**src/rtl/decode_pkg.sv**
```systemverilog
`default_nettype none
// ============================================================================
//  Module      : decode_pkg
//  Description : Shared constants and types for the decode stage of the
//                16-bit pipelined CPU. Holds the default widths, the derived
//                instruction width, the field-slice offsets of the
//                instruction word (opcode | src1 | src2 | dest, MSB first),
//                the D/E pipeline bundle and the operand-source encoding.
//  Revision    : 1.0 - initial release
// ============================================================================
package decode_pkg;

  // --------------------------------------------------------------------------
  // Default configuration
  // --------------------------------------------------------------------------
  localparam int DEF_DATA_W  = 16;
  localparam int DEF_RADDR_W = 4;
  localparam int DEF_OPC_W   = 4;
  localparam int DEF_PC_W    = 12;

  // Instruction width: one opcode plus three register-address fields.
  function automatic int inst_w(input int opc_w, input int raddr_w);
    return opc_w + 3 * raddr_w;
  endfunction

  localparam int DEF_INST_W = inst_w(DEF_OPC_W, DEF_RADDR_W);

  // --------------------------------------------------------------------------
  // Field slicing. Every field sits at a multiple of RADDR_W from bit 0;
  // the index below is that multiple.
  // --------------------------------------------------------------------------
  localparam int DEST_FIELD = 0;
  localparam int SRC2_FIELD = 1;
  localparam int SRC1_FIELD = 2;
  localparam int OPC_FIELD  = 3;

  function automatic int field_lsb(input int field_idx, input int raddr_w);
    return field_idx * raddr_w;
  endfunction

  localparam int DEF_DEST_LSB = field_lsb(DEST_FIELD, DEF_RADDR_W);
  localparam int DEF_SRC2_LSB = field_lsb(SRC2_FIELD, DEF_RADDR_W);
  localparam int DEF_SRC1_LSB = field_lsb(SRC1_FIELD, DEF_RADDR_W);
  localparam int DEF_OPC_LSB  = field_lsb(OPC_FIELD,  DEF_RADDR_W);

  // --------------------------------------------------------------------------
  // D/E pipeline bundle at the default widths. The stage itself rebuilds the
  // same layout from its own parameters so it stays correct when overridden.
  // --------------------------------------------------------------------------
  typedef struct packed {
    logic                   valid;
    logic [DEF_OPC_W-1:0]   opcode;
    logic [DEF_RADDR_W-1:0] dest;
    logic [DEF_DATA_W-1:0]  src1;
    logic [DEF_DATA_W-1:0]  src2;
  } de_bundle_t;

  // Where an operand comes from after forwarding resolution.
  typedef enum logic [1:0] {
    OPSRC_RF  = 2'd0,  // register file (includes W write-through)
    OPSRC_E   = 2'd1,  // E-stage forward
    OPSRC_M   = 2'd2,  // M-stage forward (optional build)
    OPSRC_IMM = 2'd3   // zero-extended src2 field
  } opsrc_e;

endpackage
`default_nettype wire

```
**src/rtl/decode_regfile.sv**
```systemverilog
`default_nettype none
// ============================================================================
//  Module      : decode_regfile
//  Description : DATA_W x 2**RADDR_W register file with two combinational
//                read ports. A write in the same cycle as a read of the same
//                address is passed straight through to the read port (W
//                bypass). Synchronous active-low reset clears every entry
//                and wins over a same-cycle write.
//  Ports       : clk, reset        - clock, sync active-low reset
//                wr_en/addr/data   - write port (W stage)
//                rd_addr1/2        - read addresses
//                rd_data1/2        - read data, bypass applied
//  Revision    : 1.0 - initial release
// ============================================================================
module decode_regfile
  import decode_pkg::*;
#(
  parameter int DATA_W  = DEF_DATA_W,
  parameter int RADDR_W = DEF_RADDR_W
) (
  input  logic               clk,
  input  logic               reset,
  input  logic               wr_en,
  input  logic [RADDR_W-1:0] wr_addr,
  input  logic [DATA_W-1:0]  wr_data,
  input  logic [RADDR_W-1:0] rd_addr1,
  input  logic [RADDR_W-1:0] rd_addr2,
  output logic [DATA_W-1:0]  rd_data1,
  output logic [DATA_W-1:0]  rd_data2
);

  localparam int DEPTH = 2 ** RADDR_W;

  logic [DATA_W-1:0] mem_q [DEPTH];

  always_ff @(posedge clk) begin
    if (!reset) begin
      for (int i = 0; i < DEPTH; i++) begin
        mem_q[i] <= '0;
      end
    end else if (wr_en) begin
      mem_q[wr_addr] <= wr_data;
    end
  end

  // Write-through keeps a W-stage result visible to D in the same cycle.
  always_comb begin
    rd_data1 = mem_q[rd_addr1];
    rd_data2 = mem_q[rd_addr2];
    if (wr_en && (wr_addr == rd_addr1)) begin
      rd_data1 = wr_data;
    end
    if (wr_en && (wr_addr == rd_addr2)) begin
      rd_data2 = wr_data;
    end
  end

endmodule
`default_nettype wire

```
**src/rtl/decode_stage_p.sv**
```systemverilog
`default_nettype none
// ============================================================================
//  Module      : decode_stage_p
//  Description : Decode stage of the 16-bit pipelined CPU. Reads operands
//                from the register file, resolves forwarding from E (and
//                optionally M) plus the W write-through, detects load-use
//                hazards, resolves branch-if-equal in D and drives the
//                registered D/E pipeline register.
//  Build macro : DECODE_FWD_MEM_EN - adds the M-stage forwarding ports
//                (fwd_en_m, fwd_addr_m, fwd_data_m) at priority 2.
//  Ports       : clk, reset            - clock, sync active-low reset
//                inst_d/valid_d/pc_d   - instruction in D
//                branch_d, imm_sel_d   - branch / immediate src2 flags
//                wr_*_w                - writeback port
//                fwd_*_e, load_e       - E-stage forward and load flag
//                stall_e               - execute back-pressure
//                stall_d               - D hold request to fetch
//                branch_taken/pc_branch- fetch redirect
//                valid_e..src2_e       - D/E pipeline register outputs
//  Revision    : 1.0 - initial release
// ============================================================================
module decode_stage_p
  import decode_pkg::*;
#(
  parameter  int DATA_W  = DEF_DATA_W,
  parameter  int RADDR_W = DEF_RADDR_W,
  parameter  int OPC_W   = DEF_OPC_W,
  parameter  int PC_W    = DEF_PC_W,
  localparam int INST_W  = inst_w(OPC_W, RADDR_W)
) (
  input  logic               clk,
  input  logic               reset,
  input  logic [INST_W-1:0]  inst_d,
  input  logic               valid_d,
  input  logic [PC_W-1:0]    pc_d,
  input  logic               branch_d,
  input  logic               imm_sel_d,
  input  logic               wr_en_w,
  input  logic [RADDR_W-1:0] wr_addr_w,
  input  logic [DATA_W-1:0]  wr_data_w,
  input  logic               fwd_en_e,
  input  logic [RADDR_W-1:0] fwd_addr_e,
  input  logic [DATA_W-1:0]  fwd_data_e,
  input  logic               load_e,
  input  logic               stall_e,
`ifdef DECODE_FWD_MEM_EN
  input  logic               fwd_en_m,
  input  logic [RADDR_W-1:0] fwd_addr_m,
  input  logic [DATA_W-1:0]  fwd_data_m,
`endif
  output logic               stall_d,
  output logic               branch_taken,
  output logic [PC_W-1:0]    pc_branch,
  output logic               valid_e,
  output logic [OPC_W-1:0]   opcode_e,
  output logic [RADDR_W-1:0] dest_e,
  output logic [DATA_W-1:0]  src1_e,
  output logic [DATA_W-1:0]  src2_e
);

  localparam int DEST_LSB = field_lsb(DEST_FIELD, RADDR_W);
  localparam int SRC2_LSB = field_lsb(SRC2_FIELD, RADDR_W);
  localparam int SRC1_LSB = field_lsb(SRC1_FIELD, RADDR_W);
  localparam int OPC_LSB  = field_lsb(OPC_FIELD,  RADDR_W);

  // Same layout as decode_pkg::de_bundle_t, sized from this instance.
  typedef struct packed {
    logic               valid;
    logic [OPC_W-1:0]   opcode;
    logic [RADDR_W-1:0] dest;
    logic [DATA_W-1:0]  src1;
    logic [DATA_W-1:0]  src2;
  } de_t;

  // --------------------------------------------------------------------------
  // Field extraction
  // --------------------------------------------------------------------------
  logic [OPC_W-1:0]   opc;
  logic [RADDR_W-1:0] src1_addr;
  logic [RADDR_W-1:0] src2_addr;
  logic [RADDR_W-1:0] dest_addr;

  assign opc       = inst_d[OPC_LSB  +: OPC_W];
  assign src1_addr = inst_d[SRC1_LSB +: RADDR_W];
  assign src2_addr = inst_d[SRC2_LSB +: RADDR_W];
  assign dest_addr = inst_d[DEST_LSB +: RADDR_W];

  // --------------------------------------------------------------------------
  // Register file (W bypass lives inside it)
  // --------------------------------------------------------------------------
  logic [DATA_W-1:0] rf_data1;
  logic [DATA_W-1:0] rf_data2;

  decode_regfile #(
    .DATA_W  (DATA_W),
    .RADDR_W (RADDR_W)
  ) u_regfile (
    .clk      (clk),
    .reset    (reset),
    .wr_en    (wr_en_w),
    .wr_addr  (wr_addr_w),
    .wr_data  (wr_data_w),
    .rd_addr1 (src1_addr),
    .rd_addr2 (src2_addr),
    .rd_data1 (rf_data1),
    .rd_data2 (rf_data2)
  );

  // --------------------------------------------------------------------------
  // Operand source selection: E forward, then M forward, then register file.
  // --------------------------------------------------------------------------
  opsrc_e op1_sel;
  opsrc_e op2_sel;

  always_comb begin
    op1_sel = OPSRC_RF;
    if (fwd_en_e && (fwd_addr_e == src1_addr)) begin
      op1_sel = OPSRC_E;
    end
`ifdef DECODE_FWD_MEM_EN
    else if (fwd_en_m && (fwd_addr_m == src1_addr)) begin
      op1_sel = OPSRC_M;
    end
`endif
  end

  always_comb begin
    op2_sel = OPSRC_RF;
    if (imm_sel_d) begin
      op2_sel = OPSRC_IMM;
    end else if (fwd_en_e && (fwd_addr_e == src2_addr)) begin
      op2_sel = OPSRC_E;
    end
`ifdef DECODE_FWD_MEM_EN
    else if (fwd_en_m && (fwd_addr_m == src2_addr)) begin
      op2_sel = OPSRC_M;
    end
`endif
  end

  logic [DATA_W-1:0] op1;
  logic [DATA_W-1:0] op2;

  always_comb begin
    op1 = rf_data1;
    case (op1_sel)
      OPSRC_E: op1 = fwd_data_e;
`ifdef DECODE_FWD_MEM_EN
      OPSRC_M: op1 = fwd_data_m;
`endif
      default: op1 = rf_data1;
    endcase
  end

  always_comb begin
    op2 = rf_data2;
    case (op2_sel)
      OPSRC_E:   op2 = fwd_data_e;
`ifdef DECODE_FWD_MEM_EN
      OPSRC_M:   op2 = fwd_data_m;
`endif
      OPSRC_IMM: op2 = DATA_W'(src2_addr);
      default:   op2 = rf_data2;
    endcase
  end

  // --------------------------------------------------------------------------
  // Load-use hazard. Only a load still in E stalls: its data is not ready.
  // An immediate src2 field is not a register read, so it cannot collide.
  // --------------------------------------------------------------------------
  logic src1_hit;
  logic src2_hit;
  logic hazard;

  assign src1_hit = (fwd_addr_e == src1_addr);
  assign src2_hit = !imm_sel_d && (fwd_addr_e == src2_addr);
  assign hazard   = valid_d && load_e && fwd_en_e && (src1_hit || src2_hit);
  assign stall_d  = hazard || stall_e;

  // --------------------------------------------------------------------------
  // Branch resolution in D. The dest field doubles as a signed PC offset.
  // --------------------------------------------------------------------------
  logic [PC_W-1:0] br_offset;

  assign br_offset    = PC_W'($signed(dest_addr));
  assign pc_branch    = pc_d + br_offset;
  assign branch_taken = valid_d && branch_d && !stall_d && (op1 == op2);

  // --------------------------------------------------------------------------
  // D/E pipeline register. stall_e freezes everything and takes precedence
  // over bubble insertion; a hazard only clears valid.
  // --------------------------------------------------------------------------
  de_t de_q;
  de_t de_d;

  always_comb begin
    de_d = de_q;
    if (stall_e) begin
      de_d = de_q;
    end else if (hazard) begin
      de_d.valid = 1'b0;
    end else begin
      de_d.valid  = valid_d;
      de_d.opcode = opc;
      de_d.dest   = dest_addr;
      de_d.src1   = op1;
      de_d.src2   = op2;
    end
  end

  always_ff @(posedge clk) begin
    if (!reset) begin
      de_q <= '0;
    end else begin
      de_q <= de_d;
    end
  end

  assign valid_e  = de_q.valid;
  assign opcode_e = de_q.opcode;
  assign dest_e   = de_q.dest;
  assign src1_e   = de_q.src1;
  assign src2_e   = de_q.src2;

endmodule
`default_nettype wire

```
**config.mk**
```make
export PLATFORM = sky130hd
export DESIGN_NAME = decode_stage_p
export DESIGN_NICKNAME = d
export VERILOG_FILES = /design/src/rtl/decode_pkg.sv /design/src/rtl/decode_regfile.sv /design/src/rtl/decode_stage_p.sv
export SDC_FILE = /design/constraint.sdc
export NUM_CORES = 1
export LEC_CHECK = 0
export ABC_CLOCK_PERIOD_IN_PS = 5570
export BUFFER_PORTS_ARGS = -buffer_cell sky130_fd_sc_hd__buf_2
export CORE_ASPECT_RATIO = 2
export CORE_MARGIN = 5
export CORE_UTILIZATION = 45
export CTS_CLUSTER_SIZE = 25
export DETAILED_ROUTE_END_ITERATION = 8
export MAX_ROUTING_LAYER = met4
export PLACE_DENSITY = 0.68
export SYNTH_ARGS = -nofsm -noshare
export SYNTH_HDL_FRONTEND = slang
export SYNTH_SLANG_ARGS = --single-unit
```
**constraint.sdc**
```tcl
create_clock -name clk -period 5.57 [get_ports clk]
set_input_delay 0.557 -clock clk [delete_from_list [all_inputs] [get_ports clk]]
set_output_delay 0.557 -clock clk [all_outputs]
set_load 0.005 [all_outputs]
```
# Yosys cells after proc, flatten, opt, wreduce, memory -nomap -nowiden
# Memory sizes are Yosys's and may differ from the RTL's.
# Cells that the tools add are included.
# classes
mux,15
n_reduce_logical,17
bitwise_logic,2
eq_ne,8
n_addsub,1
# ops
cell,count
2-to-1 mux 16 bit,4
case mux 16 bit (2 select lines),1
equality test 16 bit,1
equality test 4 bit,4
OR reduction 16 bit,1
adder 12 bit,1
logical AND 1 bit,11
2-to-1 mux 1 bit,8
equality test 2 x 1 -> 1 bit (second input constant),2
2-to-1 mux 4 bit,1
equality test 2 bit (second input constant),1
logical NOT 1 bit,2
logical OR 1 bit,2
2-to-1 mux 2 bit,1
NOT 1 bit,2
AND reduction 2 bit,1
# totals
input_bits,77
reg_bits,41
out_inout_bits,55
n_memories,1
ramBits,256
# memory_table
memory,words,word_bits,rd,rd_clocked_by_memory_dff,write_ports,line,text
u_regfile.mem_q,16,16,2,0,16,decode_regfile.sv:34,logic [DATA_W-1:0] mem_q [DEPTH];

# Longest topological paths before layout
# Gate-level depths: netlist (run 1).
# depth
ltp_word,8
ltp_mapped,13
ltp_nobuf,12

# Hierarchy
# From an unflattened synthesis (run 1), not the netlist that was laid out.
# unflattened
cells_unflattened,1337
area_unflattened_um2,17533.1
# modules_own_cells
module,area_each_um2,cells_per_inst,n_inst
decode_regfile,14249.9,899,1
decode_stage_p,3283.1,438,1

# Least setup slack after synthesis (run 1)
# OpenSTA, ideal clock, no wires.
# synth_timing
kind,in2out
from,input port inst_d[4]
to,output port branch_taken
slack_ns,2.254
cell_stages,11
arrival_ns,2.759
n_path_buf,3
cell_sequence,buf_6 > buf_6 > xor2_1 > nor4_4 > buf_4 > nand2_1 > a311oi_1 > xor2_1 > nor4_1 > nand4_1 > nor4_2
# synth_via
elab_chain_cells,8
elab_cells_between_ends,19
# synth_rtl
element,line,text
start: declaration,decode_stage_p.sv:33,"input logic [INST_W-1:0] inst_d,"
equality test 4 bit,"decode_stage_p.sv:131, decode_stage_p.sv:176",
"logical AND 1 bit, on equally long branches","decode_stage_p.sv:131, decode_stage_p.sv:176",
2-to-1 mux 1 bit or logical OR 1 bit (tied branches),"decode_stage_p.sv:131, decode_stage_p.sv:177",
2-to-1 mux 2 bit or logical AND 1 bit (tied branches),"decode_stage_p.sv:129, decode_stage_p.sv:177",
equality test 2 bit (tied with other cells),decode_stage_p.sv:157,case (op2_sel)
case mux 16 bit (2 select lines) or logical NOT 1 bit (tied branches),"decode_stage_p.sv:157, decode_stage_p.sv:187",
equality test 16 bit or logical AND 1 bit (tied branches),decode_stage_p.sv:187,assign branch_taken = valid_d && branch_d && !stall_d && (op1 == op2);
logical AND 1 bit *,decode_stage_p.sv:187,
end: declaration,decode_stage_p.sv:52,"output logic branch_taken,"
# Mark *: on every way between the ends. The rest lies on a longest branch, timed or not.

# Final worst setup path (run 1)
# Same ends and word-level chain as after synthesis.

==> impl_metrics.csv, run 1 <==
group,metric,value,unit
run_status,status,"completed",
timing,rsz0062_at_grt,"no",
timing,final.setup.tns,0,ns
worst_setup_path,rr_endpoint,"src1_e[0]",
power,cellPowerDensity,282,mW/mm^2
synth,synth.top_cell.area_share,46.1,%
hold_path,hold_start,"inst_d[14]",
timing,worstMarginPinSlew,1.36,ns
worst_setup_path,reg2reg_depth,7,
worst_setup_path,crit_chain,"buf_4 > buf_4 > mux4_2 > mux4_2 > mux2i_1 > a221o_2 > xor2_1 > nand3_1 > nor4_2 > buf_2",
worst_setup_path,cp_num_buf_inv,3,
global_route,grt_pass1_vias,11783,
global_route,grt.total_usage,26.2,%
placement,hpwl,35.7,mm
synth,synth_edf_count,256,
clocking,cts_hold_buf,0,
die,core,0.0365,mm^2
power,comb_power_share,15.6,%
worst_setup_path,worstSetupPathType,"in -> out",
clocking,root_buffer,"clkbuf_16",
power,clockPowerShare,34.6,%
clocking,htreeDepth,1,
worst_setup_path,path_max_fanout,31,
synth,synth_flop_cell,"edfxtp_1",
clocking,cts_max_path_buffers,3,
timing,fmax,218,MHz
clocking,post-cts-setup-buffers,0,
synth,yosys_warnings,0,
die,dieArea,0.0412,mm^2
synth,yosys.area.top_type,"edfxtp_1",
power,switching_share,25.7,%
placement,placed_area,0.0178,mm^2
clocking,worstSkewPairLatency,0.56,ns
drt,ant_nets,0,
timing,hold_viol,0,
clocking,clock-sinks,297,
die,ioPinCount,132,
finish,final_nets,1430,
die,die-height,282,um
drt,drt_iter0_markers,1003,
placement,placement.io_buffers,131,
worst_setup_path,critPathTopFamily,"multiplexers",
power,seqPwrFrac,49.7,%
placement,dp_slack,0.954,ns
power,p_int,3.91,mW
drt,vias,11274,
job,max_cap_violations,0,
timing,period_share,82.3,%
global_route,gr-total-overflow,0,
synth,synth_cell_types,53,
worst_setup_path,critPathMaxStageDelay,0.55,ns
die,rows,99,
worst_setup_path,cp-startpoint,"inst_d[4]",
synth,synth_seq_cells,297,
timing,layout_setup_ws,0.987,ns
worst_setup_path,slowest_stage,"mux4_2",
finish,drive_above_1_share,27.5,%
worst_setup_path,end_kind,"output pin",
finish,final_cells,1816,
timing,relSlewSlack,9.06,%
synth,syn-num-nets,1336,
drt,wl_per_cell,29.0,um
worst_setup_path,critPathArrivalTime,4.03,ns
worst_setup_path,reg2reg_slack,3.30,ns
die,die_x,146,um
clocking,cts-resized-gates,0,
timing,timing.final.crit_period,4.58,ns
placement,gp_congestion,0.884,
finish,area_delta_synth_final,11.9,%
synth,synth_area_per_cell,13.4,um^2
timing,holdWs,0.258,ns
placement,dp.cells,1767,
clocking,cts_inserted_buffers,26,
synth,async_flop_share,0,%
clocking,cts.reportedPaths.clkPinSlew,0.07,ns
finish,fin_util,51.1,%
worst_setup_path,cp-start-kind,"input pin",
worst_setup_path,crit_end,"branch_taken",
worst_setup_path,critPathRequiredTime,5.01,ns
power,fin_total_pwr,5.26,mW
synth,synth_area_leaders,"edfxtp_1 46%, mux4_2 18%, and2_1 9.9%, dfxtp_1 4.9%, nand2_1 2.4%",
power,switchingPower,1.35,mW
power,peakVddDrop,178,uV
synth,syn_area,0.0167,mm^2
clocking,cts_tree,"built",
hold_path,whs_path_depth,3,
synth,ys_seq_area_share,51.0,%
worst_setup_path,worstReg2RegStart,"u_regfile.mem_q[0][0]",
synth,synth_commonest_cells,"263 x and2_1, 256 x edfxtp_1, 134 x mux4_2, 108 x nand2_1, 54 x clkbuf_1",
timing,drv_slew,0,
power,p_leak,6.68,nW
timing,skew,0.0216,ns
drt,routed_wirelength,52.6,mm
die,start_util,45.6,%
worst_setup_path,cp_num_cells,10,
synth,synth_most_common_cell,"and2_1",
synth,postSynthCellCount,1247,
global_route,antenna_found_initial,1,
global_route,grt_pass1_wl,76.9,mm
finish,fin_area,0.0187,mm^2
hold_path,holdCritPathClass,"in -> reg",
drt,viasPerCell,6.21,
global_route,grt_max_degree,58,
timing,finalSetupViolCount,0,
drt,first_pass_iters,5,
drt,drc_errors,0,
how the worst min path moves through the flow:
stage | endpoint | slack [ns]
after floorplan | dest_e[2] | 0.46
after global placement | opcode_e[2] | 0.45
after detailed placement | src1_e[1] | 0.46
after CTS | opcode_e[1] | 0.25
after global routing | opcode_e[3] | 0.26
final | opcode_e[2] | 0.26
final cells by class:
| class | instances | area (um^2) |
|---|---|---|
| fill | 3067 | 17900 |
| sequential | 297 | 8510 |
| multi-input combinational | 835 | 7730 |
| timing repair buffer | 165 | 966 |
| clock buffer | 32 | 673 |
| tap | 454 | 568 |
| clock inverter | 16 | 159 |
| inverter | 16 | 60.1 |
| antenna | 1 | 2.50 |
worst min-delay path, cell delays in order:
cell	delay, ns
buf_2	0.09
nand2_1	0.04
a21boi_0	0.06
per-layer routing:
metal  vias to the layer above  GRT usage (%)  routed length [um]
li1                       4861              -                   -
met1                      5595           25.3               16200
met2                       619           47.8               28500
met3                       199           3.91                3590
met4                         0           17.7                4240
met5                         -              -                   0
state kept, by name, indices dropped and copies added, names as in the netlist:
name,flops
u_regfile.mem_q,256
src1_e,16
src2_e,16
dest_e,4
opcode_e,4
valid_e,1
logic make-up (layout without fill, tap and decap cells):
family                   count (synthesis)  after routing  synth area share, %
AO/OA/AOI/OAI                          155            155                 6.47
XOR/XNOR                                39             39                 2.05
adder cells (fa/ha/maj)                 12             12                0.945
buffers and inverters                  115            229                 3.53
flip-flops                             297            297                 51.0
multiplexers                           173            173                 20.9
other                                    0              1                    0
AND/OR/NAND/NOR                        456            456                 15.1
layout by cell type (no fill, tap or decap), types with 11 or more instances in the layout:
| cell type | count |
|---|---|
| clkbuf_16 | 26 |
| mux4_2 | 134 |
| o21ai_0 | 21 |
| edfxtp_1 | 256 |
| buf_4 | 32 |
| dfxtp_1 | 41 |
| a22oi_1 | 21 |
| buf_2 | 129 |
| nor2_1 | 25 |
| inv_1 | 14 |
| and2_1 | 263 |
| nand2_1 | 108 |
| a211oi_1 | 16 |
| a21boi_0 | 38 |
| a21oi_1 | 17 |
| xor2_1 | 22 |
| nor2b_1 | 13 |
| ha_1 | 11 |
| mux2i_1 | 34 |
| nor2_2 | 12 |
| xnor2_1 | 17 |
power groups by stage:
stage,sequential [mW],combinational (mW),clock [mW]
floorplan,2.64,0.529,0
global placement,2.65,0.809,0
detailed placement,2.66,0.820,0
CTS,2.61,0.821,1.84
global route,2.63,0.874,1.92
finish,2.62,0.822,1.82
(Power assumes the default switching activity.)
==> run 2, diff against run 1 <==
ABC_CLOCK_PERIOD_IN_PS = 4500   (was 5570)
clock period = 4.5 ns   (was 5.57 ns; I/O delays follow)
==> run 2 against run 1 <==
  * Worst setup slack worse by 0.28 ns
  * Via count is 0.15% higher
  * Worst hold slack got worse by 0.11 ns
  * Sequential power increased by 24%
  * Final area increased by 1.1%
  * Register-to-register slack lost 1.0 ns
  * Die area stayed put
  * Clock-buffer cell count rose by 1
  * Final cell count rose by 1.6%
  * Combinational power up 27%
  * Critical path depth increased by 2
  * Highest routed layer unchanged
==> impl_metrics.csv, run 2 (synthesized netlist as in run 1, its figures left out) <==
group,metric,value,unit
worst_setup_path,end_kind,"output pin",
worst_setup_path,worstReg2RegStart,"u_regfile.mem_q[9][3]",
die,start_util,45.6,%
clocking,clock-sinks,297,
clocking,cts.reportedPaths.clkPinSlew,0.07,ns
drt,drc_errors,0,
hold_path,holdCritPathClass,"in -> reg",
timing,period_share,84.3,%
die,rows,99,
drt,vias,11291,
finish,area_delta_synth_final,13.2,%
timing,skew,0.00917,ns
drt,wl_per_cell,27.8,um
timing,final.setup.tns,0,ns
finish,fin_area,0.0189,mm^2
drt,viasPerCell,6.12,
clocking,cts_max_path_buffers,3,
timing,finalSetupViolCount,0,
die,core,0.0365,mm^2
timing,relSlewSlack,24.8,%
clocking,htreeDepth,1,
worst_setup_path,reg2reg_slack,2.25,ns
global_route,grt_pass1_wl,74.9,mm
worst_setup_path,worstSetupPathType,"in -> out",
placement,gp_congestion,0.893,
hold_path,hold_start,"inst_d[14]",
die,dieArea,0.0412,mm^2
finish,drive_above_1_share,28.9,%
finish,top_register,"u_regfile.mem_q",
finish,largest_reg_flops,256,
worst_setup_path,cp-startpoint,"inst_d[9]",
drt,first_pass_iters,5,
drt,ant_nets,0,
clocking,cts-resized-gates,0,
die,ioPinCount,132,
timing,rsz0062_at_grt,"no",
worst_setup_path,critPathArrivalTime,3.35,ns
global_route,grt.total_usage,25.4,%
die,die_x,146,um
global_route,antenna_found_initial,2,
global_route,gr-total-overflow,0,
timing,hold_viol,0,
run_status,status,"completed",
clocking,cts_tree,"built",
placement,hpwl,36.5,mm
global_route,grt_max_degree,42,
power,p_leak,6.83,nW
timing,fmax,263,MHz
worst_setup_path,cp-start-kind,"input pin",
power,fin_total_pwr,6.49,mW
clocking,cts_hold_buf,0,
worst_setup_path,path_max_fanout,22,
clocking,worstSkewPairLatency,0.55,ns
finish,final_cell_mix,"263 x and2_1, 256 x edfxtp_1, 134 x mux4_2",
placement,placement.io_buffers,131,
clocking,cts_inserted_buffers,25,
die,die-height,282,um
clocking,post-cts-setup-buffers,0,
power,cellPowerDensity,344,mW/mm^2
finish,final_nets,1461,
drt,drt_iter0_markers,894,
placement,placed_area,0.0181,mm^2
timing,timing.final.crit_period,3.80,ns
finish,final_common_cell,"and2_1",
global_route,grt_pass1_vias,11723,
finish,fin_util,51.7,%
worst_setup_path,critPathRequiredTime,4.05,ns
drt,routed_wirelength,51.3,mm
clocking,root_buffer,"clkbuf_16",
timing,worstMarginPinSlew,1.13,ns
timing,drv_slew,0,
job,max_cap_violations,0,
power,peakVddDrop,190,uV
run 2: cell types whose count changed in the layout (fill, tap and decap cells not counted), sizes merged:
cell / before / now
clkbuf: 32 / 33
clkinv: 13 / 8
clkinvlp: 1 / 0
inv: 15 / 16
diode: 1 / 2
buf: 165 / 197
run 2: per-layer routing:
metal	wire length [um]	vias to the layer above	global-route usage [%]
met5	0	-	-
met4	3430	0	14.9
met3	2930	182	2.93
met2	29000	527	48.2
met1	16000	5662	24.6
li1	-	4920	-
run 2: final timing paths:
kind	endpoint	cells past startpoint
min	opcode_e[2]	3
min reg2reg	opcode_e[0]	2
max	branch_taken	12
max reg2reg	src2_e[3]	6
run 2: layout make-up:
type,instances,area (um^2)
antenna,2,5.00
clock buffer,33,656
clock inverter,11,133
fill,3058,17700
inverter,16,60.1
multi-input combinational,835,7720
sequential,297,8510
tap,454,568
timing repair buffer,197,1230
run 2: through the flow:
step           hold slack [ns]  cells  worst slack (ns)
2_1_floorplan            0.460   1247              1.40
3_3_place_gp             0.447   1799             0.656
3_5_place_dp             0.453   1799             0.673
4_1_cts                  0.141   1843             0.674
5_1_grt                  0.165   1845             0.465
6_report                 0.152   1845             0.704
run 2: worst max-delay path: stages:
cell and delay [ns]:
buf_2 0.49, buf_4 0.46, mux4_2 0.36, a22oi_1 0.24, nand2_1 0.08, mux2i_1 0.12
o21ai_0 0.13, xor2_1 0.17, nor4_1 0.27, nand4_1 0.14, nor4_2 0.26, buf_2 0.15
run 2: power breakdown:
group | internal [mW] | total (mW) | switching [mW]
registers | 3.15 | 3.24 | 0.0856
clock network | 1.20 | 2.22 | 1.02
logic | 0.469 | 1.04 | 0.568
total | 4.82 | 6.49 | 1.67
==> run 3, diff against run 2 <==
ABC_CLOCK_PERIOD_IN_PS = 3900   (was 4500)
clock period = 3.9 ns   (was 4.5 ns; I/O delays follow)
==> run 3 against run 2 <==
  * Critical path depth fell by 4
  * Routed wire length fell by 0.45%
  * Largest cell class unchanged
  * Critical endpoint unchanged
  * Combinational power rose by 15%
  * Final cell count rose by 0.33%
  * Critical path type is now reg -> out
==> impl_metrics.csv, run 3 (synthesized netlist as in run 1, its figures left out) <==
group,metric,value,unit
die,die_x,146,um
timing,fmax,275,MHz
die,die-height,282,um
global_route,grt.total_usage,25.3,%
finish,final_cell_mix,"263 x and2_1, 256 x edfxtp_1, 134 x mux4_2",
hold_path,whs_path_depth,3,
clocking,htreeDepth,1,
drt,drt_iter0_markers,869,
drt,ant_nets,0,
clocking,worstSkewPairLatency,0.55,ns
worst_setup_path,reg2reg_slack,1.51,ns
timing,final.setup.tns,0,ns
placement,dp_slack,0.225,ns
die,core,0.0365,mm^2
finish,drive_above_1_share,28.9,%
power,fin_total_pwr,7.32,mW
power,cellPowerDensity,387,mW/mm^2
finish,final_nets,1469,
die,dieArea,0.0412,mm^2
placement,hpwl,36.4,mm
drt,routed_wirelength,51.1,mm
worst_setup_path,critPathArrivalTime,3.25,ns
timing,finalSetupViolCount,0,
worst_setup_path,end_kind,"output pin",
clocking,cts_hold_buf,0,
finish,area_delta_synth_final,13.3,%
global_route,grt_pass1_wl,75.2,mm
global_route,antenna_found_initial,1,
timing,period_share,93.3,%
global_route,grt_pass1_vias,12000,
worst_setup_path,cp-start-kind,"flop",
timing,timing.final.crit_period,3.64,ns
clocking,root_buffer,"clkbuf_16",
drt,wl_per_cell,27.6,um
power,peakVddDrop,280,uV
worst_setup_path,worstSetupPathType,"reg -> out",
placement,gp_congestion,0.904,
timing,layout_setup_ws,0.263,ns
drt,first_pass_iters,4,
clocking,clock-sinks,297,
clocking,cts_max_path_buffers,3,
clocking,cts_inserted_buffers,25,
clocking,cts_tree,"built",
placement,placement.io_buffers,131,
timing,relSlewSlack,34.1,%
timing,worstMarginPinSlew,0.985,ns
hold_path,holdCritPathClass,"in -> reg",
finish,top_register,"u_regfile.mem_q",
job,max_cap_violations,0,
timing,skew,0.00781,ns
die,rows,99,
drt,vias,11364,
timing,drv_slew,0,
timing,hold_viol,0,
power,p_leak,6.87,nW
finish,final_common_cell,"and2_1",
run_status,status,"completed",
drt,viasPerCell,6.14,
worst_setup_path,path_max_fanout,2,
global_route,gr-total-overflow,0,
die,ioPinCount,132,
clocking,cts.reportedPaths.clkPinSlew,0.07,ns
worst_setup_path,critPathRequiredTime,3.51,ns
global_route,grt_max_degree,58,
drt,drc_errors,0,
timing,holdWs,0.0928,ns
die,start_util,45.6,%
worst_setup_path,reg2reg_depth,9,
finish,largest_reg_flops,256,
run 3: changes by cell type in the layout (fill, tap and decap cells not counted), moves of 2 or more:
cell and change:
buf_4 +4, nor2_1 +10, o21ai_2 +2, o21ai_4 -2, bufinv_16 -2, buf_12 +4, nor2_2 -10, clkbuf_1 -2
clkinv_2 +3
run 3: power breakdown:
part | switching, mW | internal [mW]
clock network | 1.14 | 1.25
registers | 0.100 | 3.63
logic | 0.651 | 0.551
run 3: critical path, stage by stage, from the launching register on:
cell,delay (ns)
edfxtp_1,0.40
mux4_1,0.52
mux4_2,0.46
mux2i_1,0.29
a221o_2,0.23
xor2_1,0.17
nand3_2,0.15
nor4_2,0.32
buf_2,0.17
run 3: metal layers:
metal  vias to the layer above  wire, um  global-route usage [%]
li1                       4932         -                       -
met1                      5734     16400                    25.0
met2                       533     27800                    46.7
met3                       165      3020                    3.17
met4                         0      3880                    16.2
met5                         -         0                       -
run 3: layout make-up:
type                    instances  area [um^2]
well taps                     454          568
inverters                      16         60.1
multi-input cells             835         7680
clock inverters                12         88.8
clock buffers                  31          648
diodes                          1         2.50
fillers                      3079        17600
repair buffers                205         1340
flip-flops and latches        297         8510
run 3: stage by stage:
step                area [um^2]  util (%)  std cells
global placement          18100      49.7       1806
finish                    18900      51.7       1851
CTS                       18900      51.7       1849
floorplan                 16700         -       1247
detailed placement        18100      49.7       1806
global route              18900      51.7       1851
run 3: path summary, 6_finish.rpt:
kind | startpoint | endpoint
worst max register to register | u_regfile.mem_q[9][8] | src1_e[8]
worst min register to register | opcode_e[1] | opcode_e[1]
worst max-delay path | u_regfile.mem_q[8][3] | branch_taken
worst min-delay path | inst_d[14] | opcode_e[2]
run 3: what timing repair did:
| action | in CTS | in global routing |
|---|---|---|
| resized for setup | 0 | 1 |
| endpoints found under the setup margin | 0 | 1 |
| buffers inserted | 0 | 1 |
